**src/rtl/midi_tx_scheduler.sv**
```systemverilog
// midi_tx_scheduler
// Round-robin scheduler sharing one MIDI UART transmitter between several
// message sources. One complete 1..3 byte message is latched per grant and
// handed to the UART byte by byte, with optional running-status compression.
//
// Ports:
//   CLOCK_25        system clock (25 MHz)
//   reset_reg       synchronous active-high reset
//   req             per-requester message pending (level)
//   msg_data        per-requester {status, data1, data2}, 24 bits each
//   msg_len         per-requester byte count 0..3, 2 bits each
//   grant           one-hot pulse: message latched
//   midi_send_byte  one-cycle pulse to UART: start one byte
//   midi_out_data   byte to UART, held until the next send
//   midi_out_ready  UART idle (high) / transmitting (low)
//   busy            high from grant until the message completes or aborts
//   tx_err          one-cycle pulse when the UART never went busy
module midi_tx_scheduler #(
  parameter int NUM_REQ        = 3,
  parameter int RUNNING_STATUS = 1,
  parameter int BUSY_TIMEOUT   = 1023
) (
  input  logic                    CLOCK_25,
  input  logic                    reset_reg,
  input  logic [NUM_REQ-1:0]      req,
  input  logic [24*NUM_REQ-1:0]   msg_data,
  input  logic [2*NUM_REQ-1:0]    msg_len,
  output logic [NUM_REQ-1:0]      grant,
  output logic                    midi_send_byte,
  output logic [7:0]              midi_out_data,
  input  logic                    midi_out_ready,
  output logic                    busy,
  output logic                    tx_err
);

  localparam int SEL_W = (NUM_REQ > 1) ? $clog2(NUM_REQ) : 1;
  // r_cnt is cleared in SEND, so it lags the cycles elapsed since the
  // send pulse by one; abort when the elapsed count reaches BUSY_TIMEOUT.
  localparam logic [9:0] TO_LAST = 10'(BUSY_TIMEOUT - 1);

  typedef enum logic [2:0] {
    S_IDLE, S_LOAD, S_SEND, S_WAIT_BUSY, S_WAIT_DONE, S_NEXT
  } state_t;

  state_t           r_state, w_next;
  logic [SEL_W-1:0] r_sel, r_rr_ptr, w_sel;
  logic             w_found;
  logic [23:0]      r_buf;
  logic [1:0]       r_len, r_idx;
  logic [7:0]       r_last_status;
  logic [7:0]       r_out_hold;
  logic [9:0]       r_cnt;

  logic [23:0]      w_msg;
  logic [1:0]       w_len;
  logic [7:0]       w_status;
  logic             w_suppress;
  logic [7:0]       w_cur_byte;
  logic             w_timeout;
  logic             w_more;

  // Round-robin search: first set req bit at or after r_rr_ptr, with wrap.
  always_comb begin
    int j;
    j       = 0;
    w_found = 1'b0;
    w_sel   = r_rr_ptr;
    for (int k = 0; k < NUM_REQ; k++) begin
      j = int'(r_rr_ptr) + k;
      if (j >= NUM_REQ) j = j - NUM_REQ;
      if (!w_found && req[j]) begin
        w_found = 1'b1;
        w_sel   = SEL_W'(j);
      end
    end
  end

  always_comb begin
    w_msg      = msg_data[int'(r_sel)*24 +: 24];
    w_len      = msg_len[int'(r_sel)*2 +: 2];
    w_status   = w_msg[23:16];
    w_suppress = (RUNNING_STATUS != 0) && (w_status >= 8'h80) &&
                 (w_status <= 8'hEF) && (w_status == r_last_status);
    case (r_idx)
      2'd0:    w_cur_byte = r_buf[23:16];
      2'd1:    w_cur_byte = r_buf[15:8];
      default: w_cur_byte = r_buf[7:0];
    endcase
    w_timeout = midi_out_ready && (r_cnt == TO_LAST);
    w_more    = (({1'b0, r_idx} + 3'd1) < {1'b0, r_len});
  end

  // State register
  always_ff @(posedge CLOCK_25) begin
    if (reset_reg) r_state <= S_IDLE;
    else           r_state <= w_next;
  end

  // Next-state logic
  always_comb begin
    w_next = r_state;
    case (r_state)
      S_IDLE:      if (w_found && midi_out_ready) w_next = S_LOAD;
      S_LOAD:      if ((w_len == 2'd0) || (w_suppress && (w_len == 2'd1)))
                     w_next = S_IDLE;
                   else
                     w_next = S_SEND;
      S_SEND:      w_next = S_WAIT_BUSY;
      S_WAIT_BUSY: if (!midi_out_ready) w_next = S_WAIT_DONE;
                   else if (w_timeout)  w_next = S_IDLE;
      S_WAIT_DONE: if (midi_out_ready) w_next = S_NEXT;
      S_NEXT:      w_next = w_more ? S_SEND : S_IDLE;
      default:     w_next = S_IDLE;
    endcase
  end

  // Output logic
  always_comb begin
    grant = '0;
    if (r_state == S_LOAD) grant[r_sel] = 1'b1;
    midi_send_byte = (r_state == S_SEND);
    // The UART sees the new byte in the pulse cycle; the hold register keeps it after.
    midi_out_data  = (r_state == S_SEND) ? w_cur_byte : r_out_hold;
    busy           = (r_state != S_IDLE);
    tx_err         = (r_state == S_WAIT_BUSY) && w_timeout;
  end

  // Control registers that carry reset values
  always_ff @(posedge CLOCK_25) begin
    if (reset_reg) begin
      r_rr_ptr      <= '0;
      r_last_status <= 8'h00;
      r_out_hold    <= 8'h00;
    end else begin
      case (r_state)
        S_LOAD: r_rr_ptr <= (r_sel == SEL_W'(NUM_REQ - 1)) ? '0 : r_sel + 1'b1;
        S_SEND: r_out_hold <= w_cur_byte;
        S_WAIT_BUSY: if (w_timeout) r_last_status <= 8'h00;
        S_NEXT: if (r_idx == 2'd0) begin
                  // Channel status is remembered, system common cancels it,
                  // realtime bytes may interleave without disturbing it.
                  if ((r_buf[23:16] >= 8'h80) && (r_buf[23:16] <= 8'hEF))
                    r_last_status <= r_buf[23:16];
                  else if ((r_buf[23:16] >= 8'hF0) && (r_buf[23:16] <= 8'hF7))
                    r_last_status <= 8'h00;
                end
        default: ;
      endcase
    end
  end

  // Message buffer, byte index and timeout counter
  always_ff @(posedge CLOCK_25) begin
    case (r_state)
      S_IDLE: r_sel <= w_sel;
      S_LOAD: begin
        r_buf <= w_msg;
        r_len <= w_len;
        r_idx <= w_suppress ? 2'd1 : 2'd0;
      end
      S_SEND: r_cnt <= '0;
      S_WAIT_BUSY: if (r_cnt != 10'h3FF) r_cnt <= r_cnt + 10'd1;
      S_NEXT: if (w_more) r_idx <= r_idx + 2'd1;
      default: ;
    endcase
  end

endmodule

```
**config.mk**
```make
export PLATFORM = sky130hd
export DESIGN_NAME = midi_tx_scheduler
export DESIGN_NICKNAME = d
export VERILOG_FILES = /design/src/rtl/midi_tx_scheduler.sv
export SDC_FILE = /design/constraint.sdc
export NUM_CORES = 1
export LEC_CHECK = 0
export ABC_AREA = 1
export BUFFER_PORTS_ARGS = -buffer_cell sky130_fd_sc_hd__buf_2
export CAP_MARGIN = 30
export CELL_PAD_IN_SITES_DETAIL_PLACEMENT = 2
export CELL_PAD_IN_SITES_GLOBAL_PLACEMENT = 2
export CORE_MARGIN = 8
export CORE_UTILIZATION = 30
export DETAILED_ROUTE_END_ITERATION = 8
export PLACE_DENSITY_LB_ADDON = 0.1
export SYNTH_ARGS = -nofsm -noshare
export SYNTH_HDL_FRONTEND = slang
export SYNTH_SLANG_ARGS = --single-unit
```
**constraint.sdc**
```tcl
create_clock -name CLOCK_25 -period 4.6 [get_ports CLOCK_25]
set_input_delay 0.46 -clock CLOCK_25 [delete_from_list [all_inputs] [get_ports CLOCK_25]]
set_output_delay 0.46 -clock CLOCK_25 [all_outputs]
set_load 0.01 [all_outputs]
```
==> results by group, run 1 <==
Cells and area
  – Storage cell area: 1620 µm²
  – Multi-input gate area: 1620 µm²
  – Nets: 616
  – Finished Layout Cells: 670
  – # diodes: 0
  – Filler instances: 1326
  – Area grow syn2layout: 25.9%
  – Share of cells above drive strength 1: 25.0%
  – Most frequent cells in the layout: 99 x nand2_1, 97 x buf_2, 49 x inv_1
  – Commonest non-fill, non-tap cell in the layout: nand2_1

Worst setup path
  – Worst R2R Path Depth: 12
  – Req. time, crit path: 4140 ps
  – Setup crit start kind: register
  – FF-to-FF End: r_state[1]
  – FF-to-FF Start: r_sel[0]
  – Crit end category: output pin
  – Crit Path Category: reg -> out
  – Register-to-register setup slack: 2150 ps
  – Crit path max fanout: 9
  – WP data arrival: 2340 ps

Status
  – Status: finished, final reports clean

Power and ir drop
  – Leak: 1.98 nW
  – Peak supply drop: 0.265 mV
  – Power per cell area: 584 nW/µm²

Flow run
  – Max Cap Viol: 0

Synthesis
  – Syn Nets: 519
  – FFs w/ async S/R, synth: 0%
  – Syn Area/Cell: 8.28 µm²
  – Netlist cell types: 40
  – Yosys warnings: 0
  – Post-synth EDFFs: 40
  – Most used DFF post-synth: edfxtp_1
  – Seq cells post-synth: 61
  – Mapped cell area: 3520 µm²
  – Sequential cell area fraction in the yosys report: 46.1%
  – Post-Synthesis Cells: 425

Global route
  – Vias in the first global route: 3785
  – Initial antenna violation count: 0
  – Global route total overflow: 0
  – First-pass GRT wire length: 19800 µm
  – Largest net degree at the start of global routing: 29
  – Total Routing Usage GR: 15.8%

CTS
  – Htree depth: 3
  – Worst-path clk slew: 60 ps
  – CTS Hold Bufs: 0
  – CTS Buf Count: 9
  – Root buffer cell: clkbuf_16
  – Postcts setup bufs: 0
  – # resized after CTS: 0
  – Clock latency on the worst-skew pair: 340 ps
  – CTS tree: built
  – Clk sink count: 61
  – Max clock buf depth: 2

Routing
  – Total iterations of the first detailed-routing run: 4
  – Remaining DRCs: 0
  – Post-DR wirelength/cell: 18.1 µm
  – DRT Wirelength: 12100 µm
  – Vias: 3327
  – Post-route ant nets: 0
  – Initial DRC Count: 164
  – Via density: 4.97

STA
  – Final slew viol count: 0
  – Hold_ws: 402 ps
  – Setup-failing EPs final: 0
  – Final hold violation count: 0
  – Final min period: 2800 ps
  – Skew final: 7.89 ps
  – Tcrit/Tclk final: 60.8%
  – Slew @ Worst Pin: 626 ps
  – TNS Setup: 0 ps
  – RSZ-0062 raised after global routing: false
  – Fmax: 0.357 GHz
  – Worst slew margin: 58.2%

Hold path
  – WHS Path Cells: 3
  – WHS Endpoint: r_buf[9]
  – HP Class: in -> reg
  – HP Start: msg_data[57]

Floorplan
  – Initial cell density of the core: 30.8%
  – Core area: 11400 µm²
  – Die Y: 124 µm
  – I/O pin count: 98
  – Die Width: 124 µm
  – # rows: 39
  – Die area: 15500 µm²

Place
  – Placed Cells: 654
  – GPL Wtd Cong: 0.764
  – Post-DP HPWL: 9300 µm
  – Port bufs: 97
-- Yosys cell counts, types with 4 or more instances --
master	count	area, µm²
edfxtp_1	40	1200
and2_1	9	56.3
buf_6	4	45.0
ha_1	9	113
o22ai_1	5	31.3
inv_1	49	184
nor3_1	4	20.0
nand3_1	36	180
nor2_1	33	124
a21oi_1	24	120
nand4_1	8	50.1
nand2_1	99	372
dfxtp_1	21	420
clkbuf_1	5	18.8
a22oi_1	15	113
o21ai_0	23	115
-- how the worst max path moves through the flow --
stage,startpoint,endpoint,slack (ps),cells after the start
floorplan,r_state[2],grant[1],940,4
global placement,r_idx[0],midi_out_data[5],2230,5
detailed placement,r_idx[0],midi_out_data[7],2140,5
CTS,r_idx[0],midi_out_data[7],1760,5
global route,r_idx[0],midi_out_data[1],1630,5
finish,r_idx[0],midi_out_data[7],1800,5
-- cells by family (layout without fill, tap and decap cells) --
logic type      Yosys count  in the layout  synth area share (%)
compound gates           77             77                  13.2
xor+xnor                  4              4                 0.996
fa+ha+maj                10             10                  3.77
buf+inv                  65            167                  8.03
flops                    61             61                  46.1
simple gates            208            208                  28.0
-- flip-flops by register name (all words and copies together), names as in the netlist --
signal         count
r_rr_ptr           2
r_sel              2
r_out_hold         8
r_state            3
r_buf             24
r_last_status      8
r_len              2
r_cnt             10
r_idx              2
-- layout make-up --
| type | count | area share [%] |
|---|---|---|
| clock buffer | 11 | 5.48 |
| timing repair buffer | 98 | 11.1 |
| multi-input combinational | 299 | 36.6 |
| clock inverter | 5 | 1.67 |
| inverter | 53 | 4.55 |
| tap | 143 | 4.04 |
| sequential | 61 | 36.6 |
-- critical path: stages, from the launching register on --
cell and delay [ps]:
edfxtp_1 500, ha_1 380, nor2_1 490, a21oi_1 160, o21ai_0 280, buf_2 200
-- through the flow --
stage               power (mW)  utilization, %  worst slack [ps]  instance area [µm²]
floorplan                 1.57               -               935                 3520
global placement          1.83            36.0              2230                 4120
detailed placement        1.87            36.0              2140                 4120
CTS                       2.63            38.8              1760                 4430
global route              2.77            38.8              1630                 4430
finish                    2.59            38.8              1800                 4430
-- per-layer routing --
layer / up-vias / share of wire, % / track usage (%)
met4: 0 / 1.4 / 5.10
met1: 1613 / 45 / 19.1
li1: 1630 / - / -
met5: - / 0 / 0
met3: 14 / 4.4 / 4.38
met2: 70 / 50 / 26.7
-- where the power goes --
part	switching, mW	total, mW	internal (mW)
sequential	0.118	0.915	0.798
clock	0.249	0.734	0.485
combinational	0.642	0.939	0.297
total	1.01	2.59	1.58
No activity file was read; power rests on OpenSTA's default activity.
==> run 2, diff against run 1 <==
==> constraint.sdc (replaced) <==
create_clock -name CLOCK_25 -period 2.6 [get_ports CLOCK_25]
set_input_delay 0.26 -clock CLOCK_25 [delete_from_list [all_inputs] [get_ports CLOCK_25]]
set_output_delay 0.26 -clock CLOCK_25 [all_outputs]
set_load 0.01 [all_outputs]
==> run 2 against run 1 <==
  * Worst hold slack got worse by 190 ps
  * Clock-buffer cell count did not move
  * Global-route usage shrank 0.13 points
  * Register-to-register slack worse by 1700 ps
  * Sequential power grew 78%
  * Critical path depth grew 2
  * Critical path type unchanged
  * Clock skew grew 0.82 ps
  * First-iteration DRC count fell by 17%
  * Flip-flop and latch count unchanged
==> results by group, run 2 (same netlist as run 1, synthesis figures left out) <==
Status
  – Status: finished, final reports clean

Global route
  – Vias in the first global route: 3829 (+1.2%)
  – Routing usage on met3: 4.17% (-0.21 points)
  – Global route total overflow: 0 (unchanged)
  – Largest net degree at the start of global routing: 28 (-3.4%)
  – M1 GR Usage: 18.7% (-0.39 points)
  – Met2 Track Usage GR: 27.5% (+0.85 points)
  – First-pass GRT wire length: 19800 µm (+0.10%)
  – Most Crowded Layer GR: met2
  – Total Routing Usage GR: 15.7% (-0.13 points)
  – Initial antenna violation count: 0 (unchanged)

Worst setup path
  – Crit end category: output pin
  – Setup crit start kind: register
  – Worst R2R Path Depth: 12 (unchanged)
  – Crit path max fanout: 6 (-3)
  – WP data arrival: 2160 ps (-180 ps)
  – Crit Path Category: reg -> out
  – Req. time, crit path: 2340 ps (-1800 ps)

Cells and area
  – Biggest regs: r_buf x24, r_cnt x10
  – Commonest non-fill, non-tap cell in the layout: nand2_1
  – Area grow syn2layout: 26.6%
  – Most frequent cells in the layout: 99 x nand2_1, 97 x buf_2, 49 x inv_1
  – Share of cells above drive strength 1: 25.8% (+0.80 points)
  – # diodes: 0 (unchanged)
  – Nets: 619 (+0.49%)
  – Biggest register: r_buf
  – Filler instances: 1358 (+2.4%)
  – Layout Utilization: 39.0% (+0.22 points)
  – Max FFs per register: 24 (unchanged)
  – Design area: 4460 µm² (+0.56%)

CTS
  – CTS tree: built
  – Worst-path clk slew: 60 ps (about the same)
  – Max clock buf depth: 2 (unchanged)
  – Clock latency on the worst-skew pair: 330 ps (about the same)
  – CTS Hold Bufs: 0 (unchanged)
  – Htree depth: 3 (unchanged)
  – Postcts setup bufs: 0 (unchanged)
  – Root buffer cell: clkbuf_16
  – Clk sink count: 61 (unchanged)
  – CTS Buf Count: 9 (unchanged)

Power and ir drop
  – Peak supply drop: 0.449 mV (+69%)
  – Leak: 1.98 nW (about the same)
  – Power per cell area: 1020 nW/µm² (+74%)

Place
  – Port bufs: 97 (unchanged)
  – Post-DP HPWL: 9700 µm (+4.3%)
  – Placed inst area: 4140 µm² (+0.70%)
  – GPL Wtd Cong: 0.759 (-0.73%)

Routing
  – DRT Wirelength: 12100 µm (about the same)
  – Post-route ant nets: 0 (unchanged)
  – Total iterations of the first detailed-routing run: 6 (+2)
  – Via density: 4.93 (-0.77%)
  – Initial DRC Count: 136 (-17%)
  – Post-DR wirelength/cell: 18.0 µm (-0.49%)
  – Vias: 3316 (-0.33%)
  – Remaining DRCs: 0 (unchanged)

STA
  – Tcrit/Tclk final: 93.1%
  – Slew @ Worst Pin: 556 ps (-70.1 ps)
  – Worst slew margin: 63.0% (+4.8 points)
  – Hold_ws: 207 ps (-194 ps)
  – Skew final: 8.70 ps (+0.819 ps)
  – Final slew viol count: 0 (unchanged)
  – TNS Setup: 0 ps (unchanged)
  – RSZ-0062 raised after global routing: false
  – Final min period: 2420 ps
  – Fmax: 0.413 GHz
  – Final hold violation count: 0 (unchanged)
  – Setup-failing EPs final: 0 (unchanged)

Flow run
  – Max Cap Viol: 0 (unchanged)

Floorplan
  – Initial cell density of the core: 30.8% (unchanged)
  – Die Width: 124 µm (unchanged)
  – Core area: 11400 µm² (unchanged)
  – I/O pin count: 98 (unchanged)
  – Die Y: 124 µm (unchanged)
  – Die area: 15500 µm² (unchanged)
  – # rows: 39 (unchanged)

Hold path
  – WHS Path Cells: 3 (unchanged)
  – HP Class: in -> reg
run 2: metrics by stage:
step                      worst slack, ps  cells  total power, mW
final                                 179    673             4.54
after global routing                 3.20    673             4.87
after detailed placement              302    657             3.35
after CTS                             106    673             4.63
after global placement                380    657             3.26
after floorplan                      88.3    425             2.77
run 2: what timing repair did:
action / CTS / global route
setup endpoints to repair: 3 / 1
resized for setup: 1 / 1
pin swaps: 0 / 0
hold endpoints to repair: 0 / 0
run 2: power by group:
group / internal, mW / switching [mW] / total [mW]
Sequential: 1.41 / 0.217 / 1.63
Combinational: 0.549 / 1.12 / 1.67
Clock: 0.794 / 0.445 / 1.24
run 2: worst paths after layout:
kind | start | end | slack, ps
worst min register to register | r_last_status[7] | r_last_status[7] | 520
worst max register to register | r_sel[0] | r_state[1] | 440
worst min-delay path | msg_data[58] | r_buf[10] | 210
worst max-delay path | r_idx[0] | midi_out_data[3] | 180
run 2: per-layer routing:
metal	up-vias	part of all wire [%]
li1	1644	-
met1	1599	45
met2	66	50
met3	7	4.1
met4	0	0.63
met5	-	0
run 2: critical path: stages (launching register included):
cell and delay (ps):
edfxtp_1 510, inv_1 100, ha_1 270, inv_1 170, o21ai_0 250, a21oi_1 70
o21ai_0 260, buf_2 200
run 2: cell type report:
cell class / count / area, µm² / share of cell area (%)
Clock inverter: 5 / 57.6 / 1.29
Clock buffer: 11 / 253 / 5.67
Inverter: 53 / 201 / 4.52
Timing Repair Buffer: 101 / 515 / 11.6
Sequential cell: 61 / 1620 / 36.4
Multi-Input combinational cell: 299 / 1630 / 36.6
Tap cell: 143 / 179 / 4.01
==> run 3, diff against run 2 <==
==> constraint.sdc (replaced) <==
create_clock -name CLOCK_25 -period 2.4 [get_ports CLOCK_25]
set_input_delay 0.24 -clock CLOCK_25 [delete_from_list [all_inputs] [get_ports CLOCK_25]]
set_output_delay 0.24 -clock CLOCK_25 [all_outputs]
set_load 0.01 [all_outputs]
==> run 3 against run 2 <==
  * Highest routed layer unchanged
  * Worst setup slack worse by 87 ps
  * Die area unchanged
  * Non-clock buffer count up 5
  * Critical path depth unchanged
  * Largest power group unchanged
  * Critical endpoint is now midi_out_data[6]
  * Register-to-register slack worse by 220 ps
  * Worst hold slack worse by 29 ps
  * Global-route usage up 0.40 points
  * Clock power up 14%
  * Clock skew down 3.1 ps
  * Utilization up 0.46 points
  * Sequential share of layout area down 0.42 points
==> results by group, run 3 (same netlist as run 1, synthesis figures left out) <==
Cells and area
  – # diodes: 0 (unchanged)
  – Commonest non-fill, non-tap cell in the layout: nand2_1
  – Biggest regs: r_buf x24, r_cnt x10
  – Nets: 624 (+0.81%)
  – Most frequent cells in the layout: 99 x nand2_1, 97 x buf_2, 49 x inv_1
  – Biggest register: r_buf
  – Max FFs per register: 24 (unchanged)
  – Area grow syn2layout: 28.1%
  – Filler instances: 1331 (-2.0%)
  – Share of cells above drive strength 1: 26.4% (+0.51 points)

Hold path
  – HP Start: msg_data[51]
  – HP Class: in -> reg

Place
  – GPL Wtd Cong: 0.765 (+0.78%)
  – Post-DP HPWL: 9600 µm (-1.0%)
  – Port bufs: 97 (unchanged)

CTS
  – Worst-path clk slew: 50 ps (about the same)
  – CTS Hold Bufs: 0 (unchanged)
  – Clock latency on the worst-skew pair: 330 ps (about the same)
  – CTS tree: built
  – Root buffer cell: clkbuf_16
  – Htree depth: 3 (unchanged)
  – Clk sink count: 61 (unchanged)
  – Max clock buf depth: 2 (unchanged)
  – CTS Buf Count: 9 (unchanged)

Floorplan
  – Die area: 15500 µm² (unchanged)
  – I/O pin count: 98 (unchanged)
  – Core area: 11400 µm² (unchanged)
  – # rows: 39 (unchanged)
  – Die Y: 124 µm (unchanged)
  – Die Width: 124 µm (unchanged)
  – Initial cell density of the core: 30.8% (unchanged)

Routing
  – Initial DRC Count: 114 (-16%)
  – DRT Wirelength: 12200 µm (+0.90%)
  – Post-DR wirelength/cell: 18.1 µm (+0.15%)
  – Remaining DRCs: 0 (unchanged)
  – Total iterations of the first detailed-routing run: 4 (-2)
  – Routed wl met3: 547 µm (+9.2%)
  – Vias: 3326 (+0.30%)
  – Met2 routed WL: 6190 µm (+1.4%)
  – Via density: 4.91 (-0.44%)
  – Post-route ant nets: 0 (unchanged)
  – Top sig layer: met4
  – WL met1: 5380 µm (-1.2%)

STA
  – Worst slew margin: 61.7% (-1.3 points)
  – Tcrit/Tclk final: 96.2%
  – Setup-failing EPs final: 0 (unchanged)
  – Slew @ Worst Pin: 575 ps (+19.5 ps)
  – Final hold violation count: 0 (unchanged)
  – Final min period: 2310 ps
  – Hold_ws: 178 ps (-29.0 ps)
  – Skew final: 5.59 ps (-3.12 ps)
  – Final slew viol count: 0 (unchanged)
  – Fmax: 0.433 GHz

Power and ir drop
  – Leak: 2.01 nW (+1.5%)
  – Peak supply drop: 0.595 mV (+33%)
  – Overall power: 5.07 mW (+12%)
  – Clock share of power: 27.7% (+0.4 points)
  – Switch share: 38.8% (-0.56 points)
  – Power per cell area: 1120 nW/µm² (+10%)
  – Internal: 3.10 mW (+13%)
  – Gate power share: 37.5% (+0.7 points)
  – Flop pwr share: 34.7% (-1.2 points)
  – Net Sw Power: 1.97 mW (+10%)

Global route
  – Initial antenna violation count: 0 (unchanged)
  – First-pass GRT wire length: 20100 µm (+1.5%)
  – Total Routing Usage GR: 16.1% (+0.40 points)
  – Largest net degree at the start of global routing: 28 (unchanged)
  – Global route total overflow: 0 (unchanged)
  – Vias in the first global route: 3867 (+0.99%)

Flow run
  – Max Cap Viol: 0 (unchanged)

Status
  – Status: finished, final reports clean

Worst setup path
  – WP data arrival: 2070 ps (-90 ps)
  – Crit end category: output pin
  – Crit Path Category: reg -> out
  – Crit path max fanout: 6 (unchanged)
  – Setup crit start kind: register
  – CP startpoint: r_idx[0]
  – Req. time, crit path: 2160 ps (-180 ps)
  – Register-to-register setup slack: 220 ps (-220 ps)
  – FF-to-FF Start: r_sel[0]
run 3: power groups by stage:
stage / Clock [mW] / Sequential [mW] / Combinational (mW)
floorplan: 0 / 1.66 / 1.35
global route: 1.47 / 1.80 / 2.17
global placement: 0 / 1.77 / 1.83
CTS: 1.44 / 1.76 / 1.93
detailed placement: 0 / 1.78 / 1.90
finish: 1.41 / 1.76 / 1.90
run 3: path summary, 6_finish.rpt:
path,endpoint,cells past startpoint
worst max-delay path,midi_out_data[6],7
worst max register to register,r_state[1],12
worst min register to register,r_last_status[7],2
worst min-delay path,r_buf[3],3
run 3: critical path: stages, from the launching register on:
cell	delay, ps
edfxtp_1	490
inv_1	110
ha_2	260
inv_1	140
o21ai_0	290
a21oi_1	60
o21ai_0	190
buf_2	180
run 3: timing repair:
| item | in CTS | in global routing |
|---|---|---|
| setup buffers | 0 | 2 |
| endpoints found under the hold margin | 0 | 0 |
| gates resized for setup | 1 | 6 |
| endpoints found under the setup margin | 8 | 8 |
run 3: per-layer routing:
layer	vias to the layer above	GRT usage (%)
li1	1649	-
met1	1592	18.8
met2	72	28.2
met3	13	3.70
met4	0	5.53
met5	-	0
run 3: final cells by class:
class	count	area, µm²	share of cell area [%]
clock buffer	12	246	5.47
clock inverter	4	71.3	1.58
inverter	53	201	4.47
multi-input combinational	299	1640	36.3
sequential	61	1620	36.0
tap	143	179	3.97
timing repair buffer	106	553	12.3
run 3: metrics by stage:
step | utilization [%] | TNS [ps] | instance area [µm²] | worst slack, ps | cells
global placement | 36.5 | 0 | 4170 | 318 | 660
global route | 39.5 | -51.2 | 4510 | -51.2 | 678
detailed placement | 36.5 | 0 | 4170 | 273 | 660
finish | 39.5 | 0 | 4510 | 92.2 | 678
floorplan | - | 0 | 3530 | 361 | 425
CTS | 39.3 | 0 | 4490 | 4.00 | 676
